### src/rtl/id_exe_stage_reg.sv
// ID->EXE pipeline register: bubbles on hazard or branch flush, holds on freeze, replays a frozen flush.
// Define ID_EXE_PERF_EN to add saturating bubble/flush performance counters.
module id_exe_stage_reg #(
  parameter int DATA_W = 32
`ifdef ID_EXE_PERF_EN
  , parameter int PERF_W = 16
`endif
) (
  input  logic              clk,
  input  logic              rst,
  input  logic              freeze,
  input  logic              flush,
  input  logic              hazard_detected,
  input  logic [DATA_W-1:0] id_pc,
  input  logic              id_wb_en,
  input  logic              id_mem_r_en,
  input  logic              id_mem_w_en,
  input  logic              id_b,
  input  logic              id_s,
  input  logic              id_imm,
  input  logic [3:0]        id_exe_cmd,
  input  logic [DATA_W-1:0] id_val_rn,
  input  logic [DATA_W-1:0] id_val_rm,
  input  logic [11:0]       id_shift_operand,
  input  logic [23:0]       id_signed_imm_24,
  input  logic [3:0]        id_dest,
  input  logic [3:0]        id_src1,
  input  logic [3:0]        id_src2,
  input  logic [3:0]        id_status,
  output logic [DATA_W-1:0] exe_pc,
  output logic              exe_wb_en,
  output logic              exe_mem_r_en,
  output logic              exe_mem_w_en,
  output logic              exe_b,
  output logic              exe_s,
  output logic              exe_imm,
  output logic [3:0]        exe_exe_cmd,
  output logic [DATA_W-1:0] exe_val_rn,
  output logic [DATA_W-1:0] exe_val_rm,
  output logic [11:0]       exe_shift_operand,
  output logic [23:0]       exe_signed_imm_24,
  output logic [3:0]        exe_dest,
  output logic [3:0]        exe_src1,
  output logic [3:0]        exe_src2,
  output logic [3:0]        exe_status,
`ifdef ID_EXE_PERF_EN
  output logic [PERF_W-1:0] bubble_cnt,
  output logic [PERF_W-1:0] flush_cnt,
`endif
  output logic              exe_valid
);

  localparam int BUNDLE_W = 3 * DATA_W + 62;

  logic [BUNDLE_W-1:0] id_bundle;
  logic [BUNDLE_W-1:0] exe_bundle;
  logic                flush_pend;
  logic                flush_now;
  logic                bubble;

  // All instruction fields travel as one vector so a bubble zeroes every field at once.
  assign id_bundle = {id_pc, id_wb_en, id_mem_r_en, id_mem_w_en, id_b, id_s, id_imm,
                      id_exe_cmd, id_val_rn, id_val_rm, id_shift_operand, id_signed_imm_24,
                      id_dest, id_src1, id_src2, id_status};

  assign {exe_pc, exe_wb_en, exe_mem_r_en, exe_mem_w_en, exe_b, exe_s, exe_imm,
          exe_exe_cmd, exe_val_rn, exe_val_rm, exe_shift_operand, exe_signed_imm_24,
          exe_dest, exe_src1, exe_src2, exe_status} = exe_bundle;

  assign flush_now = flush | flush_pend;
  assign bubble    = flush_now | hazard_detected;

  always_ff @(posedge clk) begin
    if (rst) begin
      exe_bundle <= '0;
      exe_valid  <= 1'b0;
    end else if (!freeze) begin
      if (bubble) begin
        exe_bundle <= '0;
        exe_valid  <= 1'b0;
      end else begin
        exe_bundle <= id_bundle;
        exe_valid  <= 1'b1;
      end
    end
  end

  // A flush seen while frozen is remembered and consumed on the first unfrozen edge.
  always_ff @(posedge clk) begin
    if (rst) begin
      flush_pend <= 1'b0;
    end else if (freeze) begin
      if (flush) flush_pend <= 1'b1;
    end else begin
      flush_pend <= 1'b0;
    end
  end

`ifdef ID_EXE_PERF_EN
  // Flush bubbles are counted separately from pure hazard bubbles; both saturate.
  always_ff @(posedge clk) begin
    if (rst) begin
      bubble_cnt <= '0;
      flush_cnt  <= '0;
    end else if (!freeze) begin
      if (flush_now) begin
        if (flush_cnt != {PERF_W{1'b1}}) flush_cnt <= flush_cnt + 1'b1;
      end else if (hazard_detected) begin
        if (bubble_cnt != {PERF_W{1'b1}}) bubble_cnt <= bubble_cnt + 1'b1;
      end
    end
  end
`endif

endmodule

### config.mk
export PLATFORM = sky130hd
export DESIGN_NAME = id_exe_stage_reg
export DESIGN_NICKNAME = d
export VERILOG_FILES = /design/src/rtl/id_exe_stage_reg.sv
export SDC_FILE = /design/constraint.sdc
export NUM_CORES = 1
export LEC_CHECK = 0
export ABC_AREA = 1
export CAP_MARGIN = 10
export CORE_MARGIN = 3
export CORE_UTILIZATION = 30
export CTS_CLUSTER_SIZE = 25
export DETAILED_ROUTE_END_ITERATION = 8
export PLACE_DENSITY = 0.65
export SYNTH_ARGS = -nofsm -noshare
export SYNTH_HDL_FRONTEND = slang
export SYNTH_SLANG_ARGS = --single-unit
### constraint.sdc
create_clock -name clk -period 1.3 [get_ports clk]
set_input_delay 0.13 -clock clk [delete_from_list [all_inputs] [get_ports clk]]
set_output_delay 0.13 -clock clk [all_outputs]
set_load 0.02 [all_outputs]
==> impl_metrics.csv, run 1 <==
group,metric,value,unit
floorplanning,fp.dieArea,0.0209,mm2
critical_path,endpoint,"exe_shift_operand[7]",
critical_path,reg2reg_depth,4,
critical_path,worstSetupStartpointType,"flip-flop",
route,drt-initial-drc-count,196,
clocking,cts_sinks,160,
global_route,grt_pass1_vias,5913,
critical_path,cp.required,1.17,ns
clocking,post-cts-setup-buffers,0,
logic_synthesis,yosys_warnings,0,
critical_path,endpoint_kind,"output port",
floorplanning,initial_core_util,30.7,%
timing,period_needed,1.24,ns
timing,finalSetupViolations,0,
route,finalWirelength,21100,um
clocking,clockBufferDepth,2,
critical_path,path_buf_inv,1,
placement,globalplace.congestion,0.789,
timing,worst_pin_slew,0.313,ns
logic_synthesis,syn_area,0.00576,mm2
floorplanning,core,0.0188,mm2
clocking,clock-root-buffer,"clkbuf_16",
clocking,cts_made_buffers,17,
critical_path,timing.rr.start,"flush_pend",
clocking,insertion_delay,0.41,ns
critical_path,r2r_setup_slack,0.19,ns
route,ant_nets,0,
critical_path,worstSetupPathType,"flip-flop to output port",
finish,drive_above_1_share,8.67,%
logic_synthesis,synth_area_per_cell,8.11,um2
placement,dp_hpwl,15500,um
route,remaining_drc_errors,0,
global_route,grt_max_degree,56,
finish,n_antenna_cell,0,
logic_synthesis,synthTopCellsByArea,"dfxtp_1 56%, nand2_1 21%, nand4_1 17%",
global_route,track_usage,19.5,%
logic_synthesis,ys_ff_latch,160,
logic_synthesis,yosys.area.top_type,"dfxtp_1",
timing,finalSetupTns,0,ns
route,vias,6113,
floorplanning,std_cell_rows,50,
clocking,worst_setup_hold_path_clk_slew,0.07,ns
floorplanning,die_h,145,um
route,first_pass_iters,6,
logic_synthesis,yosysSeqAreaShare,55.6,%
finish,final_util,53.8,%
timing,fin_crit_sh,95.5,%
timing,rsz0062_at_grt,"false",
critical_path,arrival,1.11,ns
finish,area_growth,75.1,%
logic_synthesis,syn_inst,711,
global_route,antenna_found_initial,0,
global_route,grt_overflow_total,0,
clocking,htreeDepth,4,
power,total_power,0.0119,W
flow_run,max_cap_viol_count,0,
timing,fmax,805,MHz
worst_hold_path,worstHoldPathType,"primary input to flip-flop",
logic_synthesis,ys_types,13,
global_route,grt_pass1_wl,32100,um
critical_path,crit_start,"exe_bundle[47]",
critical_path,r2r-end,"flush_pend",
floorplanning,die_w,145,um
critical_path,cp_top_family,"buffers and inverters",
timing,maxSlewViolCount,0,
timing,hold_viol_final,0,
timing,skew,0.00624,ns
route,route.detailed.wl_per_inst,16.4,um
critical_path,worst_path_max_delay_cell,"dlygate4sd2_1",
floorplanning,ios,322,
power,powerDensity,1180,mW/mm2
critical_path,critPathMaxFanout,2,
critical_path,critPathMaxStageDelay,0.36,ns
finish,final_nets,1200,
placement,port_buffers,321,
logic_synthesis,synth_top_cell_area_share,55.6,%
clocking,cts_tree,"done",
logic_synthesis,syn_nets,874,
timing,slew_headroom,79.0,%
critical_path,cp_cell_sequence,"dlygate4sd2_1",
outcome,outcome,"finished clean",
power,ir_worst_vdd,0.830,mV
critical_path,cp_num_cells,1,
route,via_per_inst,4.76,
power,power_leakage,5.06,nW
worst min path at each step:
| stage | cells after the start | slack, ns | end | startpoint |
|---|---|---|---|---|
| finish | 3 | 0.28 | exe_bundle[141] | id_pc[15] |
| global route | 3 | 0.26 | exe_bundle[110] | id_val_rn[26] |
| CTS | 3 | 0.26 | exe_bundle[122] | id_b |
| detailed placement | 2 | 0.44 | exe_bundle[27] | exe_bundle[27] |
| global placement | 2 | 0.44 | exe_bundle[108] | exe_bundle[108] |
| floorplan | 1 | 0.21 | flush_pend | rst |
stage by stage:
step	hold WS [ns]	std cells	worst slack, ns	instance area [um2]
finish	0.277	1284	0.0583	10100
detailed placement	0.439	1252	-0.141	9650
CTS	0.259	1284	0.00470	10100
global route	0.259	1284	0.0000340	10100
floorplan	0.207	711	0.229	5760
global placement	0.436	1252	-0.118	9650
logic make-up after synthesis:
| group | after synthesis | synth area share [%] |
|---|---|---|
| simple gates | 481 | 38.5 |
| flops | 160 | 55.6 |
| buf+inv | 70 | 5.90 |
sequential cells by signal, summed over array words and instances, names as in the netlist:
name / count
exe_valid: 1
flush_pend: 1
exe_bundle: 158
Yosys cell counts, drive strengths merged:
master  number
nand2      318
dfxtp      160
nand4      158
buf         53
clkbuf      15
nor2         3
inv          2
nand3        1
nor3         1
report_power, final:
group	leakage, nW	total, W	internal (W)	switching (W)
clock network	0.292	0.00532	0.00324	0.00208
registers	1.30	0.00508	0.00502	0.0000585
logic	3.48	0.00154	0.000819	0.000720
total	5.06	0.0119	0.00908	0.00286
metal layers:
| layer | wire, um | global-route usage, % | vias to the layer above |
|---|---|---|---|
| li1 | - | - | 3055 |
| met1 | 9000 | 24.7 | 2805 |
| met2 | 9690 | 31.0 | 240 |
| met3 | 2170 | 8.04 | 13 |
| met4 | 214 | 4.71 | 0 |
| met5 | 0 | 0 | - |
what timing repair did:
item                                    in CTS  in global routing
cloned                                       0                  0
endpoints found under the setup margin     159                 31
gates resized for setup                    161                 32
hold buffers                                 0                  0
endpoints found under the hold margin        0                  0
layout make-up:
type / count / area, um2
fillers: 1796 / 8670
repair buffers: 375 / 3740
flip-flops and latches: 160 / 3200
multi-input cells: 481 / 2230
clock buffers: 20 / 437
well taps: 234 / 293
clock inverters: 12 / 183
inverters: 2 / 10.0
placed cells by master, fill, tap and decap left out:
master,Yosys,routed
nand2_1,318,318
inv_6,0,3
inv_2,2,1
nor3_1,1,1
dlygate4sd2_1,0,128
nand3_1,1,1
nand4_1,158,158
buf_12,0,24
clkbuf_1,15,3
clkdlybuf4s50_1,0,162
clkbuf_2,0,3
clkinv_4,0,1
clkinvlp_4,0,3
inv_4,0,1
clkbuf_16,0,17
clkinv_2,0,1
dfxtp_1,160,160
nor2_4,2,3
clkdlybuf4s15_1,0,28
buf_4,4,30
bufinv_16,0,4
No activity file was read; power rests on OpenSTA's default activity.
==> inputs of run 2 (changes only) <==
--- a/config.mk
+++ b/config.mk
@@ -9,6 +9,7 @@
 export CAP_MARGIN = 10
 export CORE_MARGIN = 3
 export CORE_UTILIZATION = 30
+export CTS_BUF_LIST = sky130_fd_sc_hd__clkbuf_4 sky130_fd_sc_hd__clkbuf_8
 export CTS_CLUSTER_SIZE = 25
 export DETAILED_ROUTE_END_ITERATION = 8
 export PLACE_DENSITY = 0.65
==> constraint.sdc (replaced) <==
create_clock -name clk -period 1.3 [get_ports clk]
set_input_delay 0.26 -clock clk [delete_from_list [all_inputs] [get_ports clk]]
set_output_delay 0.26 -clock clk [all_outputs]
set_load 0.02 [all_outputs]
==> run 2 against run 1 <==
Net effect: fmax grew 0.58%; non-clock buffer count grew 5; largest cell class unchanged; clock power shrank 19%; sequential share of layout area grew 2.2 points; highest routed layer unchanged; worst hold slack gained 0.097 ns; sequential cell count is the same; clock-buffer cell count is the same; die area is the same; first-iteration DRC count grew 4.6%; routed wire length shrank 1.2%; core utilization shrank 3.4 points.
==> impl_metrics.csv, run 2 (synthesis gave the netlist of run 1 again) <==
group,metric,value,unit
global_route,grt_overflow_total,0,
global_route,grt_most_used_layer,"met2",
critical_path,critPathMaxStageDelay,0.38,ns
finish,final_nets,1205,
global_route,gr-usage-met2,30.0,%
critical_path,cp_top_family,"flip-flops",
timing,slew_headroom,80.7,%
clocking,clockBufferDepth,2,
clocking,post-cts-setup-buffers,0,
worst_hold_path,worstHoldPathType,"primary input to flip-flop",
power,total_power,0.0109,W
global_route,use_met3,8.43,%
clocking,clock-root-buffer,"clkbuf_8",
critical_path,critPathMaxFanout,2,
finish,max_flop_register,"exe_bundle",
timing,skew,0.0113,ns
timing,period_needed,1.23,ns
finish,layout_common_cells,"318 x nand2_1, 162 x clkdlybuf4s50_1, 158 x nand4_1, 157 x dfxtp_1, 137 x buf_2",
floorplanning,fp.dieArea,0.0209,mm2
critical_path,cp_cell_sequence,"buf_4",
critical_path,worst_path_max_delay_cell,"dfxtp_1",
critical_path,r2r_setup_slack,0.20,ns
critical_path,worstSetupStartpointType,"flip-flop",
global_route,grt_max_degree,51,
power,power_frac_comb,14.1,%
route,drt-initial-drc-count,205,
global_route,grt_pass1_vias,5765,
clocking,insertion_delay,0.44,ns
route,ant_nets,0,
placement,globalplace.congestion,0.782,
global_route,met1_usage,22.8,%
power,ir_worst_vdd,0.652,mV
power,powerDensity,1150,mW/mm2
floorplanning,ios,322,
timing,maxSlewViolCount,0,
critical_path,r2r-end,"exe_bundle[108]",
route,via_per_inst,4.74,
critical_path,cp.required,1.04,ns
power,p_int,0.00820,W
timing,hold_viol_final,0,
clocking,cts_tree,"done",
power,swShare,24.8,%
finish,finalInstanceArea,0.00946,mm2
clocking,cts_made_buffers,17,
timing,finalSetupViolations,0,
power,pwr-share-seq,46.5,%
critical_path,endpoint_kind,"output port",
critical_path,reg2reg_depth,5,
finish,final_util,50.4,%
timing,fmax,810,MHz
finish,area_growth,64.0,%
route,vias,6116,
finish,drive_above_1_share,24.5,%
outcome,outcome,"finished clean",
clocking,worst_setup_hold_path_clk_slew,0.10,ns
clocking,htreeDepth,4,
placement,dp_worst_setup_slack,-0.267,ns
finish,reg_top3,"exe_bundle (158), exe_valid (1), flush_pend (1)",
finish,final_common_cell,"nand2_1",
placement,placed_cell_area,0.00973,mm2
route,finalWirelength,20800,um
clocking,cts-hold-fix-buffers,0,
flow_run,max_cap_viol_count,0,
timing,setup_ws,0.0654,ns
timing,holdWs,0.374,ns
global_route,grt_pass1_wl,31000,um
worst_hold_path,min_path_cells,3,
global_route,track_usage,18.8,%
route,first_pass_iters,5,
placement,port_buffers,321,
timing,worst_pin_slew,0.288,ns
floorplanning,initial_core_util,30.7,%
worst_hold_path,hp-start,"id_val_rn[8]",
route,route.detailed.wl_per_inst,16.2,um
floorplanning,die_h,145,um
clocking,cts_sinks,160,
critical_path,crit_start,"exe_bundle[75]",
power,p_switching,0.00270,W
timing,fin_crit_sh,95.0,%
floorplanning,std_cell_rows,50,
finish,largest_register_ffs,158,
route,remaining_drc_errors,0,
critical_path,worstSetupPathType,"flip-flop to output port",
critical_path,timing.rr.start,"flush_pend",
placement,dp_hpwl,15400,um
floorplanning,core,0.0188,mm2
timing,rsz0062_at_grt,"false",
critical_path,path_buf_inv,1,
critical_path,arrival,0.97,ns
clocking,cts_resized,641,
global_route,antenna_found_initial,1,
worst_hold_path,holdPathEnd,"exe_bundle[92]",
floorplanning,die_w,145,um
power,clkPwrFrac,39.4,%
power,power_leakage,4.73,nW
-- run 2: routing by layer --
| layer | vias up | share of wire [%] |
|---|---|---|
| li1 | 3073 | - |
| met1 | 2771 | 42 |
| met2 | 253 | 45 |
| met3 | 19 | 11 |
| met4 | 0 | 1.5 |
| met5 | - | 0 |
-- run 2: per-stage QoR --
step / setup TNS [ns] / instances
6_report: 0 / 1290
5_1_grt: 0 / 1290
4_1_cts: 0 / 1289
3_5_place_dp: -38.21 / 1257
3_3_place_gp: -35.69 / 1257
2_1_floorplan: 0 / 711
-- run 2: power groups by stage --
| stage | Combinational, W | Sequential (W) | Clock [W] |
|---|---|---|---|
| final | 0.00154 | 0.00507 | 0.00430 |
| after global routing | 0.00164 | 0.00509 | 0.00463 |
| after floorplan | 0.000404 | 0.00533 | 0 |
| after CTS | 0.00154 | 0.00507 | 0.00443 |
| after detailed placement | 0.00164 | 0.00519 | 0 |
| after global placement | 0.00164 | 0.00519 | 0 |
-- run 2: layout make-up --
class / count / area, um2
fillers: 1892 / 9310
repair buffers: 380 / 3250
flip-flops and latches: 160 / 3210
multi-input cells: 481 / 2230
well taps: 234 / 293
clock buffers: 20 / 256
clock inverters: 12 / 208
inverters: 2 / 10.0
diodes: 1 / 2.50
-- run 2: how the worst max path moves through the flow --
stage / endpoint / slack [ns] / depth (start not counted)
floorplan: exe_bundle[103] / 0.23 / 5
global placement: exe_bundle[47] / -0.26 / 6
detailed placement: exe_bundle[141] / -0.27 / 7
CTS: exe_status[2] / 0.01 / 1
global route: exe_val_rm[23] / 0.0004 / 1
finish: exe_val_rm[23] / 0.07 / 1
